### src/rtl/mem_arbiter.sv
// Arbiter/sequencer for the single-port unified memory shared by the fetch and
// memory pipeline stages: one access at a time, fixed wait states, Ready strobes.
module mem_arbiter #(
  parameter int ADDR_W      = 32,
  parameter int DATA_W      = 32,
  parameter int WAIT_CYCLES = 2
) (
  input  logic              clk,
  input  logic              reset,
  input  logic              IReq,
  input  logic [ADDR_W-1:0] IAddr,
  output logic [DATA_W-1:0] IRdata,
  output logic              IReady,
  input  logic              DReq,
  input  logic              DWe,
  input  logic [ADDR_W-1:0] DAddr,
  input  logic [DATA_W-1:0] DWdata,
  output logic [DATA_W-1:0] DRdata,
  output logic              DReady,
  output logic              StallF,
  output logic              StallM,
  output logic              MemEn,
  output logic              MemWe,
  output logic [ADDR_W-1:0] MemAddr,
  output logic [DATA_W-1:0] MemWdata,
  input  logic [DATA_W-1:0] MemRdata,
  output logic [1:0]        dbg_state_o
);

  localparam int CNT_W = (WAIT_CYCLES > 0) ? $clog2(WAIT_CYCLES + 1) : 1;
  localparam logic [CNT_W-1:0] CNT_LAST = CNT_W'(WAIT_CYCLES);

  typedef enum logic [1:0] {
    IDLE   = 2'd0,
    BUSY_I = 2'd1,
    BUSY_D = 2'd2
  } state_t;

  // last_grant: 0 = fetch port, 1 = data port
  state_t            state_q, state_d;
  logic [CNT_W-1:0]  cnt_q, cnt_d;
  logic              last_grant_q, last_grant_d;
  logic [ADDR_W-1:0] addr_q;
  logic              we_q;
  logic [DATA_W-1:0] wdata_q;
  logic              grant_i, grant_d;
  logic              last_cycle;

  always_ff @(posedge clk or negedge reset) begin
    if (!reset) begin
      state_q      <= IDLE;
      cnt_q        <= '0;
      last_grant_q <= 1'b0;
    end else begin
      state_q      <= state_d;
      cnt_q        <= cnt_d;
      last_grant_q <= last_grant_d;
    end
  end

  // Request registers are captured only on a grant edge, so requester inputs
  // may change freely while an access is in flight.
  always_ff @(posedge clk or negedge reset) begin
    if (!reset) begin
      addr_q  <= '0;
      we_q    <= 1'b0;
      wdata_q <= '0;
    end else if (grant_i) begin
      addr_q  <= IAddr;
      we_q    <= 1'b0;
      wdata_q <= DWdata;
    end else if (grant_d) begin
      addr_q  <= DAddr;
      we_q    <= DWe;
      wdata_q <= DWdata;
    end
  end

  assign last_cycle = (cnt_q == CNT_LAST);

  always_comb begin
    state_d      = state_q;
    cnt_d        = cnt_q;
    last_grant_d = last_grant_q;
    grant_i      = 1'b0;
    grant_d      = 1'b0;
    unique case (state_q)
      IDLE: begin
        if (IReq && DReq) begin
          grant_i = last_grant_q;
          grant_d = !last_grant_q;
        end else begin
          grant_i = IReq;
          grant_d = DReq;
        end
        cnt_d = '0;
        if (grant_i) begin
          state_d      = BUSY_I;
          last_grant_d = 1'b0;
        end else if (grant_d) begin
          state_d      = BUSY_D;
          last_grant_d = 1'b1;
        end
      end
      BUSY_I, BUSY_D: begin
        if (last_cycle) begin
          state_d = IDLE;
          cnt_d   = '0;
        end else begin
          cnt_d = cnt_q + 1'b1;
        end
      end
      default: begin
        state_d = IDLE;
        cnt_d   = '0;
      end
    endcase
  end

  always_comb begin
    MemEn       = (state_q != IDLE);
    MemWe       = (state_q == BUSY_D) && we_q;
    MemAddr     = addr_q;
    MemWdata    = wdata_q;
    IReady      = (state_q == BUSY_I) && last_cycle;
    DReady      = (state_q == BUSY_D) && last_cycle;
    IRdata      = MemRdata;
    DRdata      = MemRdata;
    StallF      = IReq && !IReady;
    StallM      = DReq && !DReady;
    dbg_state_o = state_q;
  end

endmodule

### config.mk
export PLATFORM = sky130hd
export DESIGN_NAME = mem_arbiter
export DESIGN_NICKNAME = d
export VERILOG_FILES = /design/src/rtl/mem_arbiter.sv
export SDC_FILE = /design/constraint.sdc
export NUM_CORES = 1
export LEC_CHECK = 0
export ABC_CLOCK_PERIOD_IN_PS = 2700
export BUFFER_PORTS_ARGS = -buffer_cell sky130_fd_sc_hd__buf_2
export CORE_ASPECT_RATIO = 1.4
export CORE_MARGIN = 4
export CORE_UTILIZATION = 35
export CTS_CLUSTER_SIZE = 12
export DETAILED_ROUTE_END_ITERATION = 8
export PLACE_DENSITY = 0.78
export SETUP_SLACK_MARGIN = 0.3
export SLEW_MARGIN = 10
export SYNTH_ARGS = -nofsm -noshare
export SYNTH_HDL_FRONTEND = slang
export SYNTH_SLANG_ARGS = --single-unit
### constraint.sdc
create_clock -name clk -period 2.7 [get_ports clk]
set_input_delay 0.135 -clock clk [delete_from_list [all_inputs] [get_ports clk]]
set_output_delay 0.135 -clock clk [all_outputs]
set_load 0.02 [all_outputs]
==> metrics, run 1 <==
Worst EP arrival=2.34 ns; area delta synth->final=25.4%; DP HPWL=7420 um; cell count after synthesis=~380; setup TNS=0 ns; largest area contributor in the netlist=dfrtp_1; GRT Residual Overflow=0; unrepaired setup endpoints after global routing=no; Max Root-Sink Buffers=2; Die Width=about 96 um; vias=~3200; Ys Warns=0; sequential element share of the synthesized area=0.464; clock slew at reported path FFs=approximately 0.060 ns; initial core utilization=0.361; overall routing resource usage=0.166; # rows=44; Yosys reg bits=70; Yosys top cell area share=0.464; antenna violations before repair=0; Leak=roughly 0.0025 uW; Setup Fix Bufs, Post-CTS=0; drt total wl=10500 um; worst setup margin=approximately 0.62 ns; outcome=finished clean; Post-synth ARST share=1.00; Rel. slew slack=0.411; number of DRC markers in iteration 0=102; Synth cell types=22; die height=roughly 130 um; Logic pwr share=0.492; Clock Latency Late Sink=about 0.33 ns; Post-synth top cells=nand2_1, buf_4, dfrtp_1; number of port buffers=172; CTS tree=done; Syn Area/Cell=a little under 10 um^2; nets=639; Flop pwr share=0.321; TritonCTS Sinks=70; CTS H-tree depth=3; setup violators final=0; final antenna diode count=0; IO Pins=~270; DRC=0; Period Utilization, post-route=0.771; cell with the most instances after synthesis=nand2_1; DR WL/cell=about 16 um; Synth area leaders=dfrtp_1, buf_4, nand2_1, a22o_1, o2bb2ai_1; routability cong.=about 0.71; fillers=a little over 1000; post-synthesis net count=519; Hold Path Class=input pin to flip-flop; CTS buffer count=9; Power per Cell Area=between 1000 and 1500 nW/um^2; first-pass GRT wire length=roughly 16000 um; number of synthesized flops with an enable pin=0; final hold vios=0; Final Util=0.453; CP Data Required Time=between 2 and 3 ns; Initial DRT Pass Iterations=4; clock skew=between 0.009 and 0.01 ns; Worst Path Class, Setup=flip-flop to flip-flop; share of post-route cells with drive strength above 1=0.390; vias in the first global route=approximately 3200; Worst VDD drop=around 0.46 mV; startpoint types=flip-flop; largest net degree at the start of global routing=a little over 70; Pins Over Slew Limit=0; Setup WS pre-CTS=about 0.62 ns; max_cap viols=0; Synth Flop Type=dfrtp_1; CP Capture Type=flip-flop; Die Footprint=12500 um^2; part of the power in the clock network=0.187; vias per cell=between 4 and 5; Root Buffer=clkbuf_16; Net Switching=~2500 uW; Core ar.=roughly 10000 um^2; Power Internal=3270 uW; fin crit period=between 2 and 2.5 ns; highest clock rate=slightly below 500 MHz; switching part of the total=0.435; Worst Max-Slew Pin Slew=between 0.8 and 0.9 ns; CTS resizes=0; Final ANT Viol Nets=0; post-synthesis cell area=roughly 3800 um^2; Crit Path Max Fanout=36
-- per-layer routing --
metal	up-vias	GRT usage	wire length, um
met5	-	0	0
met4	0	0.123	646
met3	61	0.0441	981
met2	131	0.284	5220
met1	1493	0.172	3650
li1	1491	-	-
-- timing repair --
action / in CTS / in global routing
hold buffers: 21 / 0
setup endpoints to repair: 0 / 0
endpoints found under the hold margin: 90 / 0
-- final timing paths --
path | startpoint | end | slack (ns) | cells past startpoint
max in group asynchronous | reset | MemAddr[23] | 1.65 | 2
max | dbg_state_o[1] | MemWdata[30] | 0.62 | 6
min reg2reg | MemWdata[4] | MemWdata[4] | 0.47 | 2
min in group asynchronous | reset | MemWdata[8] | 0.49 | 2
min | DWdata[5] | MemWdata[5] | 0.01 | 3
max reg2reg | dbg_state_o[1] | MemWdata[30] | 0.62 | 6
-- power by group through the flow --
stage                     Clock (uW)  Sequential, uW  Combinational, uW
final                           1080            1850               2850
after floorplan                    0            2450               1480
after global routing            1170            1920               3120
after global placement             0            1850               2760
after CTS                       1130            1850               2850
after detailed placement           0            1860               2830
-- cell type report --
type / count / area (um^2) / area share
clock inverter: 6 / 47.5 / 0.0100
sequential: 70 / 1750 / 0.370
inverter: 3 / 11.3 / 0.00238
timing repair buffer: 201 / 1160 / 0.245
multi-input combinational: 218 / 1370 / 0.289
tap: 138 / 173 / 0.0364
clock buffer: 10 / 229 / 0.0483
-- critical path, stage by stage (launching register included) --
cell and delay, ns:
dfrtp_1 0.40, inv_1 0.12, ha_1 0.30, o21a_2 0.70, buf_4 0.35, nand2_1 0.08, nand2_1 0.06
-- placed cells by master (no fill, tap or decap) --
| cell type | synthesis | routed |
|---|---|---|
| a21o_1 | 1 | 1 |
| a22o_1 | 33 | 33 |
| a2bb2oi_1 | 2 | 2 |
| and2_1 | 5 | 5 |
| and3b_1 | 1 | 1 |
| buf_12 | 0 | 2 |
| buf_2 | 7 | 171 |
| buf_4 | 74 | 7 |
| clkbuf_1 | 7 | 1 |
| clkbuf_16 | 0 | 9 |
| clkinv_4 | 0 | 1 |
| clkinvlp_4 | 0 | 4 |
| dfrtp_1 | 70 | 70 |
| dlygate4sd3_1 | 0 | 21 |
| ha_1 | 3 | 3 |
| inv_1 | 3 | 3 |
| inv_6 | 0 | 1 |
| nand2_1 | 98 | 98 |
| nand2b_1 | 1 | 1 |
| nor2_1 | 1 | 1 |
| nor2b_1 | 4 | 3 |
| nor2b_2 | 0 | 1 |
| nor3b_1 | 1 | 1 |
| o21a_2 | 0 | 1 |
| o21ai_4 | 0 | 1 |
| o21bai_1 | 32 | 32 |
| o2bb2ai_1 | 32 | 32 |
| o32ai_1 | 2 | 2 |
-- state kept, by name (all words and copies together) (netlist names) --
signal and flops:
MemAddr 32, MemWdata 32, cnt_q 2, dbg_state_o 2, last_grant_q 1, we_q 1
-- stage by stage --
stage / hold WS, ns / std cells / area (um^2) / power [uW]
global route: 0.00398 / 646 / 4740 / 6210
global placement: 0.270 / 608 / 4230 / 4610
floorplan: -0.161 / 383 / 3780 / 3930
detailed placement: 0.270 / 608 / 4230 / 4690
CTS: 0.000637 / 645 / 4720 / 5830
finish: 0.0145 / 646 / 4740 / 5780
-- kinds of logic after synthesis --
logic type,share of synthesized area
buffers and inverters,0.178
and+or+nand+nor,0.119
AOI/OAI and AO/OA,0.229
adders and majority gates,0.00994
DFF,0.464
No activity file was read; power rests on OpenSTA's default activity.
==> run 2, diff against run 1 <==
ABC_CLOCK_PERIOD_IN_PS = 1700   (was 2700)
PLACE_DENSITY = 0.81   (was 0.78)
clock period = 1.7 ns   (was 2.7 ns; I/O delays follow)
==> metrics, run 2 (synthesis gave the netlist of run 1 again) <==
drt total wl=12800 um (+22%); Worst Max-Slew Pin Slew=0.415 ns (-0.468 ns); die height=131 um (unchanged); Worst EP arrival=1.77 ns (-0.57 ns); Logic pwr share=0.551 (+0.059); initial core utilization=0.361 (unchanged); CP bufs+invs=3 (+1); total power=11200 uW (+93%); setup TNS=0 ns (unchanged); share of post-route cells with drive strength above 1=0.520 (+0.130); highest clock rate=664 MHz (+38%); # rows=44 (unchanged); Power Internal=6530 uW (+100%); setup violators final=0 (unchanged); CP max stage delay=0.44 ns (-0.26 ns); final antenna diode count=0 (unchanged); CTS H-tree depth=3 (unchanged); DP HPWL=7940 um (+7.0%); most common cell after layout, fill and taps aside=buf_2; Crit-path slowest cell=dfrtp_2; routability cong.=0.792 (+11%); GRT Residual Overflow=0 (unchanged); part of the power in the clock network=0.181 (-0.006); Flop pwr share=0.268 (-0.053); switching part of the total=0.415 (-0.0195); vias=3464 (+9.1%); overall routing resource usage=0.181 (+0.0149); nets=679 (+6.3%); fin crit period=1.51 ns (-0.576 ns); Core ar.=10500 um^2 (unchanged); CP Data Required Time=1.97 ns (-0.99 ns); Net Switching=4630 uW (+84%); Rel. slew slack=0.724 (+0.312); Final ANT Viol Nets=0 (unchanged); startpoint types=flip-flop; Die Footprint=12500 um^2 (unchanged); number of port buffers=172 (unchanged); number of DRC markers in iteration 0=88 (-14%); antenna violations before repair=0 (unchanged); outcome=finished clean; DR WL/cell=18.7 um (+15%); CTS buffer count=9 (unchanged); Pins Over Slew Limit=0 (unchanged); Worst Path Class, Setup=flip-flop to flip-flop; largest net degree at the start of global routing=42 (-41%); DRC=0 (unchanged); Initial DRT Pass Iterations=6 (+2); Max Root-Sink Buffers=2 (unchanged); CP top delay family=flip-flops; Period Utilization, post-route=0.886 (+0.115); unrepaired setup endpoints after global routing=yes; CP Capture Type=flip-flop; first-pass GRT wire length=17100 um (+6.8%); IO Pins=269 (unchanged); Clock Latency Late Sink=0.33 ns (about the same); final hold vios=0 (unchanged); Power per Cell Area=1960 nW/um^2 (+61%); Worst VDD drop=0.858 mV (+88%); Crit Path Max Fanout=8 (-78%); Root Buffer=clkbuf_16; Hold Path Class=input pin to flip-flop; area delta synth->final=50.9%; clock skew=0.00637 ns (-0.00321 ns); Leak=0.00290 uW (+17%); vias per cell=5.05 (+2.7%); Die Width=95.8 um (unchanged); clock slew at reported path FFs=0.06 ns (about the same); vias in the first global route=3517 (+8.5%); CP Cell Sequence=inv_4, ha_4, buf_6, nand2_8, clkbuf_16, o21bai_1, a22o_1; CTS tree=done; TritonCTS Sinks=70 (unchanged); max_cap viols=0 (unchanged); commonest cells after routing, fill and taps aside=buf_2, dfrtp_1, nand2_1
-- run 2: power by group through the flow --
stage                     clock network [uW]  logic, uW  registers, uW
after CTS                               2080       5030           2970
after global routing                    2140       6590           3070
after detailed placement                   0       4710           2980
after floorplan                            0       2410           3900
after global placement                     0       4590           2940
final                                   2020       6150           2990
-- run 2: timing repair --
item / 4_1_cts / 5_1_grt
gates cloned: 2 / 7
gates resized for setup: 13 / 83
buffers inserted: 3 / 11
setup endpoints to repair: 37 / 58
pin swaps: 1 / 57
hold endpoints to repair: 62 / 0
hold buffers: 34 / 0
-- run 2: worst register-to-register path, cell delays in order, from the launching register on --
cell and delay, ns:
dfrtp_2 0.44, inv_4 0.10, ha_4 0.17, buf_6 0.13
nand2_8 0.08, clkbuf_16 0.19, o21bai_1 0.17, a22o_1 0.16
-- run 2: stage by stage --
step	instances	utilization	hold WS (ns)	setup slack (ns)	cell area, um^2
floorplan	383	-	-0.211	0.287	3800
global placement	613	0.416	0.0406	0.281	4350
detailed placement	613	0.416	0.0441	0.237	4350
CTS	668	0.491	0.0452	0.223	5130
global route	686	0.545	0.0556	0.144	5700
finish	686	0.545	0.0567	0.194	5700
-- run 2: layout make-up --
class,instances,area [um^2]
fill,908,4760
sequential,70,1750
timing repair buffer,241,1750
multi-input combinational,218,1680
clock buffer,10,239
tap,138,173
clock inverter,6,85.1
inverter,3,16.3
-- run 2: worst paths after layout --
| check | from | endpoint | slack, ns | depth (start not counted) |
|---|---|---|---|---|
| max reg2reg | dbg_state_o[0] | MemAddr[30] | 0.19 | 7 |
| min in group asynchronous | reset | MemWdata[1] | 0.24 | 2 |
| max in group asynchronous | reset | dbg_state_o[1] | 0.89 | 3 |
| min reg2reg | MemWdata[8] | MemWdata[8] | 0.47 | 2 |
| min | DAddr[15] | MemAddr[15] | 0.06 | 3 |
| max | dbg_state_o[0] | MemAddr[30] | 0.19 | 7 |
-- run 2: per-layer routing --
metal,track usage,share of wire,vias to the layer above,wire [um]
met2,0.329,0.52,165,6660
met4,0.129,0.060,0,765
met5,0,0,-,0
li1,-,-,1584,-
met1,0.172,0.35,1645,4460
met3,0.0493,0.075,70,957
